File: src/rtl/pipe_stage_reg.sv
// rtl/pipe_stage_reg.sv - pipeline stage register with valid/ready handshake and 2-entry skid buffer
// Optional perf counters (stall_cnt_o, flush_cnt_o) enabled by `define PIPE_STAGE_PERF_EN.
module pipe_stage_reg #(
  parameter int CTRL_W = 8,
  parameter int DATA_W = 111
) (
  input  logic              clk_i,
  input  logic              rst_i,
  input  logic              flush_i,
  input  logic              valid_i,
  output logic              ready_o,
  input  logic [CTRL_W-1:0] ctrl_i,
  input  logic [DATA_W-1:0] data_i,
  output logic              valid_o,
  input  logic              ready_i,
  output logic [CTRL_W-1:0] ctrl_o,
  output logic [DATA_W-1:0] data_o,
  output logic [1:0]        occ_o
`ifdef PIPE_STAGE_PERF_EN
  ,
  output logic [31:0]       stall_cnt_o,
  output logic [31:0]       flush_cnt_o
`endif
);

  typedef enum logic [1:0] {
    S_EMPTY = 2'd0,
    S_HALF  = 2'd1,
    S_FULL  = 2'd2
  } state_t;

  state_t              r_state;
  state_t              w_state_nxt;
  logic                r_ready;
  logic [CTRL_W-1:0]   r_main_ctrl;
  logic [DATA_W-1:0]   r_main_data;
  logic [CTRL_W-1:0]   r_skid_ctrl;
  logic [DATA_W-1:0]   r_skid_data;
  logic                w_accept;
  logic                w_send;
  logic                w_main_from_in;
  logic                w_main_from_skid;
  logic                w_skid_from_in;

  assign valid_o  = (r_state != S_EMPTY);
  assign ready_o  = r_ready;
  assign ctrl_o   = valid_o ? r_main_ctrl : '0;
  assign data_o   = r_main_data;
  assign occ_o    = r_state;
  assign w_accept = valid_i & r_ready;
  assign w_send   = valid_o & ready_i;

  always_comb begin
    w_state_nxt      = r_state;
    w_main_from_in   = 1'b0;
    w_main_from_skid = 1'b0;
    w_skid_from_in   = 1'b0;
    case (r_state)
      S_EMPTY: begin
        if (w_accept) begin
          w_state_nxt    = S_HALF;
          w_main_from_in = 1'b1;
        end
      end
      S_HALF: begin
        if (w_accept && !w_send) begin
          w_state_nxt    = S_FULL;
          w_skid_from_in = 1'b1;
        end else if (w_accept && w_send) begin
          w_main_from_in = 1'b1;
        end else if (w_send) begin
          w_state_nxt    = S_EMPTY;
        end
      end
      S_FULL: begin
        if (w_send) begin
          w_state_nxt      = S_HALF;
          w_main_from_skid = 1'b1;
        end
      end
      default: w_state_nxt = S_EMPTY;
    endcase
    // Flush wins over everything; a same-cycle accept is dropped on purpose.
    if (flush_i) begin
      w_state_nxt      = S_EMPTY;
      w_main_from_in   = 1'b0;
      w_main_from_skid = 1'b0;
      w_skid_from_in   = 1'b0;
    end
  end

  always_ff @(posedge clk_i or negedge rst_i) begin
    if (!rst_i) begin
      r_state     <= S_EMPTY;
      r_ready     <= 1'b0;
      r_main_ctrl <= '0;
      r_main_data <= '0;
      r_skid_ctrl <= '0;
      r_skid_data <= '0;
    end else begin
      r_state <= w_state_nxt;
      r_ready <= (w_state_nxt != S_FULL);
      if (flush_i) begin
        r_main_ctrl <= '0;
        r_skid_ctrl <= '0;
      end else begin
        if (w_main_from_in) begin
          r_main_ctrl <= ctrl_i;
          r_main_data <= data_i;
        end else if (w_main_from_skid) begin
          r_main_ctrl <= r_skid_ctrl;
          r_main_data <= r_skid_data;
        end
        if (w_skid_from_in) begin
          r_skid_ctrl <= ctrl_i;
          r_skid_data <= data_i;
        end
      end
    end
  end

`ifdef PIPE_STAGE_PERF_EN
  logic [31:0] r_stall_cnt;
  logic [31:0] r_flush_cnt;

  always_ff @(posedge clk_i or negedge rst_i) begin
    if (!rst_i) begin
      r_stall_cnt <= '0;
      r_flush_cnt <= '0;
    end else begin
      if (valid_o && !ready_i) r_stall_cnt <= r_stall_cnt + 32'd1;
      if (flush_i)             r_flush_cnt <= r_flush_cnt + 32'd1;
    end
  end

  assign stall_cnt_o = r_stall_cnt;
  assign flush_cnt_o = r_flush_cnt;
`endif

endmodule

File: config.mk
export PLATFORM = sky130hd
export DESIGN_NAME = pipe_stage_reg
export DESIGN_NICKNAME = d
export VERILOG_FILES = /design/src/rtl/pipe_stage_reg.sv
export SDC_FILE = /design/constraint.sdc
export NUM_CORES = 1
export LEC_CHECK = 0
export ABC_AREA = 1
export BUFFER_PORTS_ARGS = -buffer_cell sky130_fd_sc_hd__buf_2
export CAP_MARGIN = 20
export CORE_ASPECT_RATIO = 0.8
export CORE_MARGIN = 5
export CORE_UTILIZATION = 45
export DETAILED_ROUTE_END_ITERATION = 7
export MAX_ROUTING_LAYER = met4
export PLACE_DENSITY = 0.68
export SETUP_SLACK_MARGIN = 0.1
export SKIP_LAST_GASP = 1
export SLEW_MARGIN = 20
export SYNTH_ARGS = -nofsm -noshare
export SYNTH_HDL_FRONTEND = slang
export SYNTH_SLANG_ARGS = --single-unit
File: constraint.sdc
create_clock -name clk_i -period 2.5 [get_ports clk_i]
set_input_delay 0.5 -clock clk_i [delete_from_list [all_inputs] [get_ports clk_i]]
set_output_delay 0.5 -clock clk_i [all_outputs]
set_load 0.005 [all_outputs]
After elaboration in Yosys (flattened, before gate mapping)
Index checks and enable logic that the tools add are counted.

Bits in registers: 241. Output and inout bits: 123. Input port bits: 124. Logic and storage cells: 48.

Muxes and demuxes: 26. Bitwise gates (word level): 3. Equality and inequality tests: 3. Reductions and logical operators: 10.

Operators with widths (number): $mux 111 (2); $mux 8 (6); $mux 2 (6); $mux 1 (10); $pmux 2 s3 (1); $reduce_bool 2->1 (3); $reduce_and 2->1 (2); $reduce_bool 3->1 (1); $and 1x1->1 (2); $eq 2x1->1 const B (1); $eq 2x2->1 const B (1); $logic_and 1x1->1 (2); $logic_not 2->1 (1); $ne 2x2->1 const B (1); $pmux 1 s2 (1); $logic_not 1->1 (1); $not 1->1 (1).

Depth between registers and ports, before layout
Depth in word-level cells: 9. Mapped depth: 9. Gate-level depth less buffers: 7.

Worst setup path before layout
Ideal clock, no wire load.

Kind: input port to flip-flop. Start point: in ready_i. End point: reg r_main_ctrl[0]. Required time: 2.383 ns. Arrival time: 1.375 ns. Stages on the path: 7. Slack: 1.008 ns. Cells stage by stage: inv_1 -> nand2_1 -> buf_2 -> a21oi_2 -> nand2_2 -> nand2_1 -> nand2_1.

Word-level cells in the longest chain between the ends: 8. Elaborated cells on any way between the ends: 14. Classes of those cells: 9 x mux; 1 x bitwise; 4 x reduce/logical.

RTL lines: start, declared (line 15) `input logic ready_i,`; $and 1x1->1 (*) (line 51) `assign w_send = valid_o & ready_i;`; $logic_and 1x1->1 / $logic_not 1->1 (equally long branches) (line 69, 66); $mux 1 / $logic_and 1x1->1 (equally long branches) (line 69, 66); $mux 1 (line 66) `if (w_accept && !w_send) begin`; $pmux 1 s2 (line 58) `case (r_state)`; $mux 1 (line 84) `if (flush_i) begin`; $mux 8 (line 107) `if (w_main_from_in) begin`; $mux 8 (line 103) `if (flush_i) begin`; end signal, assigned (line 108) `r_main_ctrl <= ctrl_i;`; end signal, assigned (line 111) `r_main_ctrl <= r_skid_ctrl;`; end, declared (line 35) `logic [CTRL_W-1:0] r_main_ctrl;`.

Every way passes the cells marked *; elsewhere a longest branch is shown, timed or not. A chain may end at the register's enable or synchronous reset.

Final worst setup path
Start point: reg r_state[1] (netlist: occ_o[1]). End point: out ctrl_o[7].

Word-level cells in the longest chain between the ends: 2.

RTL lines: start, declared (line 32) `state_t r_state;`; start signal, assigned (line 101) `r_state <= w_state_nxt;`; $reduce_bool 2->1 (line 45) `assign valid_o = (r_state != S_EMPTY);`; $mux 8 (line 47) `assign ctrl_o = valid_o ? r_main_ctrl : '0;`; end, declared (line 16) `output logic [CTRL_W-1:0] ctrl_o,`.

No other way between the ends.

==> qor.txt <==
Syn-to-layout area delta = 22.4%
Power Density = 809 nW/µm²
share of layout cells above drive strength 1 = 19.1%
vias in the first global route = 8764
# IOs = 247
Worst Skew = 0.0141 ns
hold_ws = 0.242 ns
Sw Pwr = 2.95 mW
yosys warns = 0
period utilisation layout = 87.1%
htree depth = 1
Yosys reg bits = 241
DP Wirelength = 17400 µm
initial antenna violation count = 4
Non-Filler Instances = 1983
Internal Power = 7.75 mW
Hold Vio Cnt, Final = 0
Critical Setup Path Class = reg2out
post-route setup slack = 0.323 ns
total number of vias = 8956
die area = 27200 µm²
Core Region = 23500 µm²
Net Sw Frac = 27.6%
clock power share = 36.1%
port bufs = 246
ANT nets after route = 0
Final nets = 1771
first-pass GRT wire length = 43900 µm
Slew HR = 61.1%
worst reg2reg path depth = 5
post-synth net total = 1545
post-place instance area = 12300 µm²
row cnt = 50
Final Power = 10.7 mW
Setup crit end = ctrl_o[7]
Avg Cell Area, Syn = 7.61 µm²
clock latency on the worst-skew pair = 0.52 ns
Routed WL per cell = 13.2 µm
DIE WIDTH = 183 µm
1st-iter DRT viols = 618
Via density = 4.52
Final Core Density = 56.3%
Max-cap violations = 0
sequential share of power = 48.0%
drt drc = 0
Critical Path Sink Type = output port
Max clock buf depth = 3
Max IR drop VDD = 0.456 mV
status = completed
crit start category = flop
worst setup path start = occ_o[1]
Comb power frac = 15.9%
Worst Path Max Fanout = 9
area share of the largest cell type after synthesis = 55.8%
CTS tree = built
pin count of the biggest net entering global routing = 139
die height = 149 µm
root buf cell = clkbuf_16
r2r endpoint = r_skid_data[45]
Mapped Cells = 1421
RSZ-0062 raised after global routing = false
leakage = 7.67 nW
setup violators final = 0
total track usage = 19.8%
clock sink count = 241
register area share after synthesis = 55.8%
Worst R2R Start = occ_o[0]
Layout fillers = 2200
area leader, netlist = dfrtp_1
clk slew on worst S/H paths = 0.06 ns
top post-synthesis cells by area = dfrtp_1 (56%), nand2_1 (13%), nor2_1 (12%)
pre-CTS setup slack = 0.421 ns
Peak Freq = 459 MHz
total CTS buffers = 26
flop-to-flop setup slack = 0.63 ns
crit path time final = 2.18 ns
Distinct cells, synth = 19
Worst Path Required = 2.00 ns
Mapped Area = 10800 µm²
setup TNS = 0 ns
Final Cell Area = 13200 µm²
Total Wirelength = 26200 µm
GRT Residual Overflow = 0
Slew @ Worst Pin = 0.583 ns
gpl congestion = 0.801
post-cts resize count = 0
initial core utilization = 46.0%
Slew Viols, Final = 0
Hold WC Path Type = in2reg
WP data arrival = 1.68 ns
drt pass-1 iters = 5
dpl cells = 1930
cell usage in the layout, fill, tap and decap left out, drive strengths merged:
master / count
a21oi: 1
buf: 264
bufinv: 2
clkbuf: 35
clkinv: 11
dfrtp: 241
diode: 4
dlygate4sd3: 1
inv: 245
nand2: 368
nand3: 27
nand3b: 1
nand4: 9
nor2: 343
o21ai: 119
layer usage:
metal / part of all wire (%) / vias to the layer above / global-route usage [%]
met4: 2.1 / 0 / 4.13
met3: 5.8 / 36 / 3.20
met1: 48 / 4054 / 28.3
met2: 44 / 231 / 30.2
li1: - / 4635 / -
met5: 0 / - / -
flip-flops by register name (all words and copies together), names as in the netlist:
register,flops
occ_o,2
r_skid_ctrl,8
r_skid_data,111
r_main_ctrl,8
ready_o,1
data_o,111
kinds of logic after synthesis:
group | after synthesis | synth area share, %
buffers and inverters | 312 | 11.9
DFF | 241 | 55.8
and+or+nand+nor | 748 | 26.8
AOI/OAI and AO/OA | 120 | 5.59
worst min path at each step:
stage,slack (ns),start,depth (start not counted),endpoint
finish,0.24,data_i[84],3,r_skid_data[84]
global route,0.23,data_i[90],3,r_skid_data[90]
CTS,0.21,data_i[85],3,r_skid_data[85]
detailed placement,0.45,data_o[97],2,data_o[97]
global placement,0.45,data_o[36],2,data_o[36]
floorplan,0.20,rst_i,0,data_o[0]
cell usage after synthesis, drive strengths merged:
library cell	instances
buf	52
clkbuf	15
a21oi	1
inv	245
o21ai	119
dfrtp	241
nor2	343
nand4	9
nand3	27
nand2	368
nand3b	1
worst max-delay path, cell delays in order, from the launching register on:
cell and delay (ns):
dfrtp_1 0.48, nor2_1 0.46, nor2_1 0.08, buf_2 0.14
area by class of cell:
cell class / instances / area [µm²] / area share (%)
Inverter: 245 / 921 / 6.96
Antenna cell: 4 / 10.0 / 0.0756
Sequential cell: 241 / 6030 / 45.6
Timing Repair Buffer: 265 / 1490 / 11.2
Multi-Input combinational cell: 868 / 3520 / 26.6
Clock inverter: 13 / 119 / 0.898
Tap cell: 312 / 390 / 2.95
Clock buffer: 35 / 756 / 5.71
power by group through the flow:
stage | combinational [mW] | sequential [mW] | clock, mW
after global routing | 2.00 | 5.23 | 4.16
after global placement | 1.66 | 5.17 | 0
final | 1.70 | 5.14 | 3.87
after detailed placement | 1.74 | 5.19 | 0
after floorplan | 0.958 | 5.13 | 0
after CTS | 1.74 | 5.14 | 3.99
repair_timing:
item	CTS	global route
setup endpoints to repair	0	0
hold buffers	1	0
endpoints found under the hold margin	56	0
setup buffers	0	0
(Power assumes the default switching activity.)
